===== src/rtl/lsu_sb_arbiter.sv =====
// Store-buffer request arbiter: shares the buffer port between loads and committed
// stores, tracks the single outstanding load and keeps issue/stall counters.
module lsu_sb_arbiter #(
    parameter int TAG_W   = 5,
    parameter int TIMEOUT = 1024
) (
    input  logic             clk,
    input  logic             rst,
    input  logic             ld_valid,
    output logic             ld_ready,
    input  logic [31:0]      ld_addr,
    input  logic [3:0]       ld_mask,
    input  logic [TAG_W-1:0] ld_tag,
    input  logic             st_valid,
    output logic             st_ready,
    input  logic [31:0]      st_addr,
    input  logic [31:0]      st_data,
    input  logic [3:0]       st_mask,
    output logic             ld_resp_valid,
    output logic [31:0]      ld_resp_data,
    output logic [TAG_W-1:0] ld_resp_tag,
    output logic             st_ack,
    output logic [31:0]      sb_load_addr,
    output logic [3:0]       sb_load_mask,
    output logic [31:0]      sb_store_addr,
    output logic [31:0]      sb_store_data,
    output logic [3:0]       sb_store_mask,
    input  logic             sb_full,
    input  logic             sb_load_resp,
    input  logic [31:0]      sb_load_data,
    input  logic             sb_store_resp,
    output logic             ld_timeout,
    output logic [31:0]      perf_loads,
    output logic [31:0]      perf_stores,
    output logic [31:0]      perf_full_stall
);
    localparam int CNT_W = (TIMEOUT > 1) ? $clog2(TIMEOUT) : 1;

    typedef enum logic [1:0] {IDLE, LD_ISSUE, LD_WAIT} state_t;

    state_t           state;
    logic             rr;
    logic             st_issue_q;
    logic [CNT_W-1:0] tmo_cnt;
    logic [29:0]      pend_word;
    logic [TAG_W-1:0] pend_tag;
    logic             ld_elig;
    logic             st_elig;
    logic             contest;
    logic             tmo_hit;

    // sb_full lags one cycle, so a store is never granted right behind another.
    always_comb begin
        ld_elig  = !rst && ld_valid && (state == IDLE);
        st_elig  = !rst && st_valid && !sb_full && !st_issue_q &&
                   ((state == IDLE) || (st_addr[31:2] != pend_word));
        contest  = ld_elig && st_elig;
        ld_ready = ld_elig && !(contest && rr);
        st_ready = st_elig && !(contest && !rr);
    end

    assign tmo_hit       = (state == LD_WAIT) && !sb_load_resp &&
                           (tmo_cnt == CNT_W'(TIMEOUT - 1));
    assign ld_resp_valid = sb_load_resp && (state == LD_WAIT);
    assign ld_resp_data  = sb_load_data;
    assign ld_resp_tag   = pend_tag;
    assign st_ack        = sb_store_resp;

    always_ff @(posedge clk or posedge rst) begin
        if (rst) begin
            state      <= IDLE;
            tmo_cnt    <= '0;
            ld_timeout <= 1'b0;
        end else begin
            case (state)
                IDLE: begin
                    if (ld_ready) state <= LD_ISSUE;
                end
                LD_ISSUE: begin
                    state   <= LD_WAIT;
                    tmo_cnt <= '0;
                end
                LD_WAIT: begin
                    tmo_cnt <= tmo_cnt + 1'b1;
                    if (sb_load_resp || tmo_hit) state <= IDLE;
                    if (tmo_hit) ld_timeout <= 1'b1;
                end
                default: state <= IDLE;
            endcase
        end
    end

    always_ff @(posedge clk or posedge rst) begin
        if (rst) begin
            rr         <= 1'b0;
            st_issue_q <= 1'b0;
            pend_word  <= '0;
            pend_tag   <= '0;
        end else begin
            st_issue_q <= st_ready;
            if (contest) rr <= ~rr;
            if (ld_ready) begin
                pend_word <= ld_addr[31:2];
                pend_tag  <= ld_tag;
            end
        end
    end

    // Issue registers hold a payload for exactly the cycle after its grant.
    always_ff @(posedge clk or posedge rst) begin
        if (rst) begin
            sb_load_addr  <= '0;
            sb_load_mask  <= '0;
            sb_store_addr <= '0;
            sb_store_data <= '0;
            sb_store_mask <= '0;
        end else begin
            sb_load_addr  <= ld_ready ? ld_addr : 32'd0;
            sb_load_mask  <= ld_ready ? ld_mask : 4'd0;
            sb_store_addr <= st_ready ? st_addr : 32'd0;
            sb_store_data <= st_ready ? st_data : 32'd0;
            sb_store_mask <= st_ready ? st_mask : 4'd0;
        end
    end

    always_ff @(posedge clk or posedge rst) begin
        if (rst) begin
            perf_loads      <= '0;
            perf_stores     <= '0;
            perf_full_stall <= '0;
        end else begin
            if (ld_ready) perf_loads <= perf_loads + 32'd1;
            if (st_ready) perf_stores <= perf_stores + 32'd1;
            if (st_valid && sb_full) perf_full_stall <= perf_full_stall + 32'd1;
        end
    end

endmodule


===== config.mk =====
export PLATFORM = sky130hd
export DESIGN_NAME = lsu_sb_arbiter
export DESIGN_NICKNAME = d
export VERILOG_FILES = /design/src/rtl/lsu_sb_arbiter.sv
export SDC_FILE = /design/constraint.sdc
export NUM_CORES = 1
export LEC_CHECK = 0
export BUFFER_PORTS_ARGS = -buffer_cell sky130_fd_sc_hd__buf_2
export CORE_ASPECT_RATIO = 1.4
export CORE_MARGIN = 8
export CORE_UTILIZATION = 40
export DETAILED_ROUTE_END_ITERATION = 12
export GPL_TIMING_DRIVEN = 0
export PLACE_DENSITY = 0.67
export SYNTH_ARGS = -nofsm -noshare
export SYNTH_HDL_FRONTEND = slang
export SYNTH_SLANG_ARGS = --single-unit

===== constraint.sdc =====
create_clock -name clk -period 9.8 [get_ports clk]
set_input_delay 1.47 -clock clk [delete_from_list [all_inputs] [get_ports clk]]
set_output_delay 1.47 -clock clk [all_outputs]
set_load 0.02 [all_outputs]

==> reports/results.txt, run 1 <==
run status -> complete, no violations
Vias/cell -> 4.882
async set-reset flop share out of synthesis -> 1.000
synthesized instance count -> 856
Remaining DRCs -> 0
Max FO, Critical Path -> 10
1st-pass router iterations -> 4
count of different cell masters after synthesis -> 47
R2R Path End -> sb_store_data[22]
Worst-Skew Late Latency -> 0.53 ns
Critical Path End Type -> output port
critical path arrival -> 3.48 ns
wire per inst -> 18.94 um
final slew viol count -> 0
hpwl dp -> 23.38 mm
CTS buffer count -> 25
Syn Nets -> 1012
worst hold path depth -> 1
Setup Viol. Count Final -> 0
hold_ws -> 0.4639 ns
compound-cell area share of the yosys netlist -> 0.03204
Root Buffer -> clkbuf_16
core footprint -> 25300 um^2
CP max stage delay -> 0.43 ns
Setup Buffers After CTS -> 0
mean post-synth cell area -> 11.95 um^2
CTS clk-pin slew, worst paths -> 0.06 ns
Final Hold Vio Count -> 0
critical-path cell list -> buf_2 > nor4b_4 > nand2_1 > nand2_1 > inv_1 > clkbuf_1 > buf_2
most frequent cells in the layout -> 365 x buf_2, 250 x dfrtp_1, 74 x and2_1
vias -> 7723
Static Leak -> 7.497 nW
htree depth -> 1
worst hold path class -> flop to flop
Hold Path Origin -> perf_loads[31]
commonest non-fill, non-tap cell in the layout -> buf_2
r2r worst-path depth -> 9
critical path type -> input port to output port
Initial Util -> 0.4045
post-synthesis cell area -> 10230 um^2
simple-gate area share of the yosys netlist -> 0.1906
post-synthesis mux area share -> 0.005380
die width -> 151.2 um
flops & latches, synth -> 250
die area -> 31030 um^2
actual slew at the worst max-slew pin -> 0.7604 ns
EDFF count, synth -> 0
share of cells above drive strength 1 -> 0.3678
worst endpoint required time -> 8.33 ns
clock tree sinks -> 250
worst reg2reg setup slack -> 7.34 ns
instance count on the critical path -> 7
post-synthesis sequential area ratio -> 0.6114
Worst VDD drop -> 0.1689 mV
RR Startpoint -> state[0]
Hold EP -> perf_loads[31]
vias in the first global route -> 8154
ys flop type -> dfrtp_1
CTS hold repair buffers -> 0
power after layout -> 0.002887 W
unrepaired setup endpoints after global routing -> false
area share of xor/xnor cells in the synthesized design -> 0.1079
clk_skew -> 0.01431 ns
final wirelength -> 29.97 mm
Clock Path Buffers -> 3
DR iter-0 viols -> 325
first-pass GRT wire length -> 45.17 mm
TritonCTS clock tree -> built
Final Cycle Share -> 0.5047
max-cap viol count -> 0
gpl congestion -> 0.8124
largest family of logic cells by synthesized area -> simple AND/OR/NAND/NOR gates
Pwr Density -> 215.2 nW/um^2
post-layout minimum cycle time -> 4.946 ns
Die Ht -> 205.2 um
gr usage total -> 0.1878
Post-Synth Adder-Cell Area -> 0.009782
initial antenna violation count -> 6
IO Count -> 390
max_slew headroom -> 0.4884
Startpoint Class -> input port
yosys warns -> 0
final setup TNS -> 0 ns
largest net degree at the start of global routing -> 111
Nets -> 1397
area grow syn2layout -> 31.11%
I/O Buffers -> 356
worst path bufs/invs -> 4
Overflow after GRT -> 0
Top delay family on crit path -> simple AND/OR/NAND/NOR gates
FMAX -> 202.2 MHz
Slowest-stage cell, CP -> nor4b_4
post-cts sizing count -> 0
ANT nets after route -> 0
number of cell rows -> 69
routing by layer:
metal | global-route usage | part of all wire
met5 | 0 | 0.00090
met4 | 0.08047 | 0.031
met3 | 0.03939 | 0.073
met2 | 0.3408 | 0.53
met1 | 0.2066 | 0.36
worst max path at each step:
stage,start,endpoint,slack (ns)
floorplan,rst,perf_loads[17],1.41
global placement,rst,sb_store_data[2],-1.47
detailed placement,rst,ld_ready,4.76
CTS,rst,ld_ready,4.76
global route,rst,ld_ready,4.70
finish,rst,ld_ready,4.85
sequential cells by signal (all words and copies together), names as in the netlist:
signal / cells
ld_resp_tag: 5
ld_timeout: 1
sb_load_addr: 32
rr: 1
perf_stores: 32
sb_store_addr: 32
pend_word: 30
perf_full_stall: 32
perf_loads: 32
st_issue_q: 1
sb_store_mask: 4
tmo_cnt: 10
state: 2
sb_store_data: 32
sb_load_mask: 4
power breakdown:
| group | leakage [nW] | switching [W] | total [W] | internal, W |
|---|---|---|---|---|
| sequential | 3.36 | 0.0000989 | 0.00126 | 0.00116 |
| clock | 0.452 | 0.000411 | 0.00107 | 0.000658 |
| combinational | 3.68 | 0.000337 | 0.000559 | 0.000222 |
cell usage after synthesis, types with 3 or more instances:
| cell type | instances | area share |
|---|---|---|
| nand3_1 | 43 | 0.021 |
| mux2_2 | 4 | 0.0044 |
| nand2_1 | 65 | 0.024 |
| buf_4 | 33 | 0.024 |
| and2_1 | 74 | 0.045 |
| o31ai_1 | 3 | 0.0022 |
| dfrtp_1 | 250 | 0.61 |
| nor4_1 | 9 | 0.0055 |
| buf_2 | 9 | 0.0044 |
| ha_1 | 8 | 0.0098 |
| a21o_1 | 30 | 0.022 |
| o21ai_0 | 4 | 0.0020 |
| and3_1 | 54 | 0.033 |
| nand4_1 | 32 | 0.020 |
| xor2_1 | 53 | 0.045 |
| inv_1 | 20 | 0.0073 |
| and4_1 | 3 | 0.0026 |
| nor3_1 | 14 | 0.0068 |
| clkbuf_1 | 19 | 0.0070 |
| nor2_1 | 23 | 0.0084 |
| xnor2_1 | 73 | 0.062 |
through the flow:
step	instances	cell area, um^2	utilization	setup WS [ns]
final	1582	13420	0.5303	4.854
after global routing	1582	13420	0.5303	4.697
after CTS	1578	13410	0.5300	4.764
after detailed placement	1533	12480	0.4932	4.764
after global placement	1531	12410	0.4907	-1.467
after floorplan	856	10230	-	1.414
worst reg2reg max path: cells and delay by family (launching register included):
kind | cells | cell delay [ns]
flops | 1 | 0.36
fa+ha+maj | 1 | 0.29
compound gates | 1 | 0.38
buf+inv | 3 | 0.65
simple gates | 4 | 0.72
kinds of logic after synthesis:
| family | count (synthesis) |
|---|---|
| AO/OA/AOI/OAI | 45 |
| XOR/XNOR | 126 |
| adder cells (fa/ha/maj) | 8 |
| buffers and inverters | 81 |
| flip-flops | 250 |
| multiplexers | 5 |
| AND/OR/NAND/NOR | 341 |
final cells by class:
cell class                      instances  area, um^2
Antenna cell                            4       10.01
Buffer                                 61       364.1
Clock buffer                           30       684.4
Clock inverter                         15       245.2
Fill cell                            2288       11880
Inverter                               20       82.58
Multi-Input combinational cell        525        3537
Sequential cell                       250        6256
Tap cell                              319       399.1
Timing Repair Buffer                  358        1837
Note: power is estimated with default switching activity, not from simulation.
==> inputs of run 2 (changes only) <==
==> constraint.sdc (replaced) <==
create_clock -name clk -period 4.6 [get_ports clk]
set_input_delay 0.69 -clock clk [delete_from_list [all_inputs] [get_ports clk]]
set_output_delay 0.69 -clock clk [all_outputs]
set_load 0.02 [all_outputs]
==> run 2 against run 1 <==
Hold slack worse by 0.30 ns. Total power is 120% higher. Global-route usage is 0.13 points higher. Register-to-register slack worse by 5.2 ns. Worst setup slack worse by 3.8 ns. Sequential cell count stayed put.
==> reports/results.txt, run 2 (same netlist as run 1, synthesis figures left out) <==
Critical Path End Type -> output port (unchanged)
critical path arrival -> 2.89 ns (was 3.48 ns)
Clock Path Buffers -> 3 (unchanged)
CTS clk-pin slew, worst paths -> 0.07 ns (was 0.06 ns)
htree depth -> 1 (unchanged)
number of cell rows -> 69 (unchanged)
RR Startpoint -> state[1] (was state[0])
post-cts sizing count -> 0 (unchanged)
gr usage total -> 0.1891 (was 0.1878)
area grow syn2layout -> 32.29% (was 31.11%)
hpwl dp -> 23.66 mm (was 23.38 mm)
hold_ws -> 0.1632 ns (was 0.4639 ns)
Final Cycle Share -> 0.7777
I/O Buffers -> 356 (unchanged)
Worst VDD drop -> 0.3763 mV (was 0.1689 mV)
commonest non-fill, non-tap cell in the layout -> buf_2 (unchanged)
core footprint -> 25300 um^2 (unchanged)
Setup Viol. Count Final -> 0 (unchanged)
Worst-Skew Late Latency -> 0.52 ns (was 0.53 ns)
share of cells above drive strength 1 -> 0.3705 (was 0.3678)
CP max stage delay -> 0.37 ns (was 0.43 ns)
worst endpoint required time -> 3.91 ns (was 8.33 ns)
Top delay family on crit path -> buffers and inverters (was simple AND/OR/NAND/NOR gates)
IO Count -> 390 (unchanged)
final core occ -> 0.5351 (was 0.5303)
Remaining DRCs -> 0 (unchanged)
TritonCTS clock tree -> built (unchanged)
most frequent cells in the layout -> 365 x buf_2, 250 x dfrtp_1, 74 x and2_1 (unchanged)
ANT nets after route -> 0 (unchanged)
final slew viol count -> 0 (unchanged)
vias in the first global route -> 8228 (was 8154)
DR iter-0 viols -> 284 (was 325)
1st-pass router iterations -> 4 (unchanged)
final wirelength -> 30.16 mm (was 29.97 mm)
actual slew at the worst max-slew pin -> 0.7214 ns (was 0.7604 ns)
Root Buffer -> clkbuf_16 (unchanged)
Most Frequent Cell on Critical Path -> buf_2
Startpoint Class -> flop (was input port)
CTS buffer count -> 24 (was 25)
Max FO, Critical Path -> 11 (was 10)
dpl cells -> 1538 (was 1533)
run status -> complete, no violations (unchanged)
post-layout minimum cycle time -> 3.577 ns
die width -> 151.2 um (unchanged)
Slowest-stage cell, CP -> dfrtp_1 (was nor4b_4)
Vias/cell -> 4.875 (was 4.882)
Final Hold Vio Count -> 0 (unchanged)
Die Ht -> 205.2 um (unchanged)
R2R Path End -> sb_store_data[13] (was sb_store_data[22])
Overflow after GRT -> 0 (unchanged)
largest net degree at the start of global routing -> 41 (was 111)
clock tree sinks -> 250 (unchanged)
worst path bufs/invs -> 4 (unchanged)
Initial Util -> 0.4045 (unchanged)
unrepaired setup endpoints after global routing -> false (unchanged)
power after layout -> 0.006249 W (was 0.002887 W)
max_slew headroom -> 0.5154 (was 0.4884)
CP startpoint -> state[1] (was rst)
gpl congestion -> 0.7985 (was 0.8124)
wire per inst -> 19.02 um (was 18.94 um)
initial antenna violation count -> 10 (was 6)
crit path capture -> st_ready (was ld_ready)
Pwr Density -> 461.6 nW/um^2 (was 215.2 nW/um^2)
worst hold path class -> input port to asynchronous set/reset pin (was flop to flop)
vias -> 7731 (was 7723)
worst reg2reg setup slack -> 2.11 ns (was 7.34 ns)
r2r worst-path depth -> 9 (unchanged)
CTS hold repair buffers -> 0 (unchanged)
clk_skew -> 0.01385 ns (was 0.01431 ns)
Static Leak -> 7.546 nW (was 7.497 nW)
max-cap viol count -> 0 (unchanged)
Finished Layout Cells -> 1586 (was 1582)
instance count on the critical path -> 9 (was 7)
Setup Buffers After CTS -> 0 (unchanged)
critical-path cell list -> inv_1 > ha_1 > and3b_1 > nand2b_1 > nand2_1 > o21ba_2 > buf_2 > buf_2 > buf_2 (was buf_2 > nor4b_4 > nand2_1 > nand2_1 > inv_1 > clkbuf_1 > buf_2)
first-pass GRT wire length -> 45.68 mm (was 45.17 mm)
critical path type -> flop to output port (was input port to output port)
die area -> 31030 um^2 (unchanged)
FMAX -> 279.5 MHz
Nets -> 1401 (was 1397)
[run 2: changes by cell type in the layout (fill, tap and decap cells not counted), moves of 2 or more]
cell / previous run / this run
bufinv_16: 6 / 8
buf_16: 2 / 0
buf_12: 0 / 7
clkinv_4: 3 / 1
[run 2: per-layer routing]
layer,vias up,part of all wire,track usage
met3,55,0.077,0.04313
met5,-,0.0015,0
met4,8,0.028,0.06948
met1,3786,0.37,0.2133
li1,3605,-,-
met2,277,0.53,0.3398
[run 2: layout make-up]
cell class | instances | area [um^2]
clock inverters | 13 | 274.0
well taps | 319 | 399.1
inverters | 20 | 78.83
repair buffers | 363 | 1922
fillers | 2280 | 11760
multi-input cells | 525 | 3545
clock buffers | 31 | 688.2
flip-flops and latches | 250 | 6256
plain buffers | 61 | 364.1
diodes | 4 | 10.01
[run 2: worst min-delay path by stage]
stage / start / to / slack [ns] / cells after the start
2_1_floorplan: pend_word[0] / pend_word[0] / 0.47 / 1
3_3_place_gp: ld_timeout / ld_timeout / 0.45 / 2
3_5_place_dp: perf_loads[31] / perf_loads[31] / 0.45 / 1
4_1_cts: rst / perf_stores[23] / 0.16 / 2
5_1_grt: rst / perf_stores[17] / 0.17 / 2
6_report: rst / perf_stores[23] / 0.16 / 2
[run 2: worst register-to-register path: stages, from the launching register on]
cell and delay [ns]:
dfrtp_1 0.37, inv_1 0.09, ha_1 0.26, and3b_1 0.24
nand2b_1 0.11, nand2_1 0.12, o21ba_2 0.37, buf_2 0.34
clkbuf_1 0.36, and2_1 0.19
[run 2: where the power goes]
group	internal, W	total, W	switching (W)	leakage [nW]
logic	0.000479	0.00120	0.000721	3.72
registers	0.00247	0.00268	0.000209	3.36
clock network	0.00151	0.00237	0.000862	0.465
total	0.00446	0.00625	0.00179	7.55
[run 2: through the flow]
step / TNS (ns) / setup slack [ns] / area (um^2)
after floorplan: -9.577 / -0.7745 / 10240
after global placement: -276.80 / -2.907 / 12420
after detailed placement: 0 / 1.164 / 12560
after CTS: 0 / 0.8989 / 13530
after global routing: 0 / 0.7364 / 13540
final: 0 / 1.023 / 13540
==> inputs of run 3 (changes only) <==
--- a/config.mk
+++ b/config.mk
@@ -5,13 +5,14 @@
 export SDC_FILE = /design/constraint.sdc
 export NUM_CORES = 1
 export LEC_CHECK = 0
+export ABC_AREA = 1
 export BUFFER_PORTS_ARGS = -buffer_cell sky130_fd_sc_hd__buf_2
 export CORE_ASPECT_RATIO = 1.4
 export CORE_MARGIN = 8
 export CORE_UTILIZATION = 40
 export DETAILED_ROUTE_END_ITERATION = 12
 export GPL_TIMING_DRIVEN = 0
-export PLACE_DENSITY = 0.67
+export PLACE_DENSITY = 0.66
 export SYNTH_ARGS = -nofsm -noshare
 export SYNTH_HDL_FRONTEND = slang
 export SYNTH_SLANG_ARGS = --single-unit
==> constraint.sdc (replaced) <==
create_clock -name clk -period 3.6 [get_ports clk]
set_input_delay 0.54 -clock clk [delete_from_list [all_inputs] [get_ports clk]]
set_output_delay 0.54 -clock clk [all_outputs]
set_load 0.02 [all_outputs]
==> run 3 against run 2 <==
Via count rose by 30%. Clock power rose by 15%. Synthesized cell count rose by 60%. Clock-buffer cell count rose by 3. Non-clock buffer count did not move. Total power rose by 32%. Cell count rose by 36%. Hold slack got worse by 0.10 ns. Largest power group unchanged. Clock skew rose by 0.0086 ns. Sequential cell count did not move. Critical endpoint is now ld_ready. Sequential power rose by 32%.
==> reports/results.txt, run 3 <==
run status -> complete, no violations (unchanged)
gr usage total -> 0.2044 (was 0.1891)
final wirelength -> 35.87 mm (was 30.16 mm)
post-layout minimum cycle time -> 3.324 ns
Static Leak -> 8.634 nW (was 7.546 nW)
synth cell count leaders -> 367 x nand2_1, 250 x dfrtp_1, 203 x inv_1 (was 250 x dfrtp_1, 74 x and2_1, 73 x xnor2_1)
IO Count -> 390 (unchanged)
commonest non-fill, non-tap cell in the layout -> buf_2 (unchanged)
share of cells above drive strength 1 -> 0.2871 (was 0.3705)
yosys warns -> 0 (unchanged)
ANT nets after route -> 0 (unchanged)
Syn Nets -> 1526 (was 1012)
vias -> 10053 (was 7731)
worst endpoint required time -> 3.06 ns (was 3.91 ns)
mean post-synth cell area -> 8.491 um^2 (was 11.95 um^2)
Worst VDD drop -> 0.4077 mV (was 0.3763 mV)
worst hold path class -> input port to asynchronous set/reset pin (unchanged)
Initial Util -> 0.4027 (was 0.4045)
FMAX -> 300.9 MHz
critical path type -> input port to output port (was flop to output port)
die width -> 160.1 um (was 151.2 um)
EDFF count, synth -> 0 (unchanged)
most frequent cells in the layout -> 363 x buf_2, 358 x nand2_1, 250 x dfrtp_1 (was 365 x buf_2, 250 x dfrtp_1, 74 x and2_1)
Setup Viol. Count Final -> 0 (unchanged)
hold_ws -> 0.06275 ns (was 0.1632 ns)
CTS buffer count -> 26 (was 24)
Setup Buffers After CTS -> 0 (unchanged)
Overflow after GRT -> 0 (unchanged)
Startpoint Class -> input port (was flop)
critical path arrival -> 2.78 ns (was 2.89 ns)
critical-path cell list -> buf_2 > clkinvlp_4 > buf_12 > buf_12 > nand3_1 > inv_1 > nand2_4 > inv_2 > buf_2 > buf_2 (was inv_1 > ha_1 > and3b_1 > nand2b_1 > nand2_1 > o21ba_2 > buf_2 > buf_2 > buf_2)
Max FO, Critical Path -> 40 (was 11)
post-synth top area share -> 0.5378 (was 0.6114)
Final Hold Vio Count -> 0 (unchanged)
post-synth top area cell -> dfrtp_1 (unchanged)
first-pass GRT wire length -> 57.19 mm (was 45.68 mm)
Nets -> 1916 (was 1401)
max-cap viol count -> 0 (unchanged)
worst path bufs/invs -> 8 (was 4)
final slew viol count -> 0 (unchanged)
CTS clk-pin slew, worst paths -> 0.06 ns (was 0.07 ns)
ys flop type -> dfrtp_1 (unchanged)
Fillers -> 2792 (was 2280)
actual slew at the worst max-slew pin -> 0.6567 ns (was 0.7214 ns)
Remaining DRCs -> 0 (unchanged)
count of different cell masters after synthesis -> 32 (was 47)
I/O Buffers -> 356 (unchanged)
unrepaired setup endpoints after global routing -> false (unchanged)
final core occ -> 0.5204 (was 0.5351)
Final Cycle Share -> 0.9232
clk_skew -> 0.02249 ns (was 0.01385 ns)
async set-reset flop share out of synthesis -> 1.000 (unchanged)
wire per inst -> 16.60 um (was 19.02 um)
Die Ht -> 217.8 um (was 205.2 um)
Clock Path Buffers -> 3 (unchanged)
flops & latches, synth -> 250 (unchanged)
DR iter-0 viols -> 475 (was 284)
TritonCTS clock tree -> built (unchanged)
post-synthesis cell area -> 11630 um^2 (was 10230 um^2)
core footprint -> 28890 um^2 (was 25300 um^2)
hpwl dp -> 28.29 mm (was 23.66 mm)
Top delay family on crit path -> buffers and inverters (unchanged)
initial antenna violation count -> 2 (was 10)
top post-synthesis cells by area -> dfrtp_1 54%, nand2_1 12%, inv_1 6.6% (was dfrtp_1 61%, xnor2_1 6.2%, xor2_1 4.5%)
vias in the first global route -> 10687 (was 8228)
synthesized instance count -> 1370 (was 856)
Worst-Skew Late Latency -> 0.56 ns (was 0.52 ns)
htree depth -> 1 (unchanged)
Critical Path End Type -> output port (unchanged)
number of cell rows -> 74 (was 69)
Pwr Density -> 550.0 nW/um^2 (was 461.6 nW/um^2)
area grow syn2layout -> 29.22% (was 32.29%)
Vias/cell -> 4.652 (was 4.875)
CP max stage delay -> 0.44 ns (was 0.37 ns)
die area -> 34870 um^2 (was 31030 um^2)
1st-pass router iterations -> 4 (unchanged)
most frequent cell after synthesis -> nand2_1 (was dfrtp_1)
post-synthesis sequential area ratio -> 0.5378 (was 0.6114)
largest net degree at the start of global routing -> 44 (was 41)
gpl congestion -> 0.8957 (was 0.7985)
Root Buffer -> clkbuf_16 (unchanged)
clock tree sinks -> 250 (unchanged)
Most Frequent Cell on Critical Path -> buf_2 (unchanged)
max_slew headroom -> 0.5613 (was 0.5154)
Slowest-stage cell, CP -> clkinvlp_4 (was dfrtp_1)
-- run 3: repair_timing --
action | in CTS | in global routing
hold buffers | 0 | 0
endpoints found under the setup margin | 1 | 0
resized for setup | 1 | 0
-- run 3: area by class of cell --
class | count | area, um^2 | area share
sequential | 250 | 6256 | 0.4162
multi-input combinational | 847 | 4189 | 0.2787
timing repair buffer | 362 | 1902 | 0.1265
inverter | 211 | 800.8 | 0.05327
clock buffer | 34 | 740.7 | 0.04928
buffer | 62 | 523.0 | 0.03479
tap | 380 | 475.5 | 0.03163
clock inverter | 14 | 142.6 | 0.009489
antenna | 1 | 2.502 | 0.0001665
-- run 3: final timing paths --
path / from / endpoint / slack (ns) / cells past startpoint
min in group clk: st_data[29] / sb_store_data[29] / 0.18 / 3
hold reg to reg: ld_resp_tag[3] / ld_resp_tag[3] / 0.48 / 2
max in group asynchronous: rst / ld_resp_tag[3] / 2.62 / 4
setup reg to reg: state[0] / pend_word[26] / 1.39 / 13
setup / recovery: rst / ld_ready / 0.28 / 10
hold / removal: rst / sb_store_mask[2] / 0.06 / 2
-- run 3: per-layer routing --
| layer | up-vias | part of all wire | GRT usage |
|---|---|---|---|
| met5 | - | 0.00036 | 0 |
| met4 | 2 | 0.033 | 0.07558 |
| met3 | 70 | 0.067 | 0.05213 |
| met2 | 304 | 0.52 | 0.3744 |
| met1 | 4749 | 0.38 | 0.2237 |
| li1 | 4928 | - | - |
-- run 3: worst reg2reg max path, stage by stage (launching register included) --
cell      delay (ns)
dfrtp_1         0.37
inv_1           0.09
ha_1            0.24
a21oi_1         0.12
nand2_1         0.06
nor2_1          0.10
nand2_1         0.09
nor2_1          0.13
nand2_1         0.13
nand3_2         0.10
nand2_4         0.08
inv_2           0.15
buf_2           0.33
o21bai_1        0.11
-- run 3: cell families (layout without fill, tap and decap cells) --
kind of cell / count (synthesis) / count (layout) / synth area share
simple gates: 680 / 680 / 0.2470
flops: 250 / 250 / 0.5378
xor+xnor: 84 / 84 / 0.06325
fa+ha+maj: 8 / 8 / 0.008605
buf+inv: 273 / 683 / 0.1053
other cells: 0 / 1 / 0
compound gates: 75 / 75 / 0.03808
-- run 3: stage by stage --
stage / cells / setup TNS (ns) / area (um^2) / total power, W / worst slack [ns]
global placement: 2106 / -1262.29 / 14020 / 0.005534 / -4.451
CTS: 2160 / 0 / 15030 / 0.008376 / 0.1741
detailed placement: 2112 / 0 / 14140 / 0.005597 / 0.004665
floorplan: 1370 / -405.51 / 11760 / 0.004856 / -2.069
finish: 2161 / 0 / 15030 / 0.008267 / 0.2764
global route: 2161 / 0 / 15030 / 0.008760 / 0.03184
-- run 3: where the power goes --
part           internal, W  total, W  switching (W)
combinational     0.000698   0.00199        0.00129
sequential         0.00322   0.00355       0.000330
clock              0.00154   0.00273        0.00119
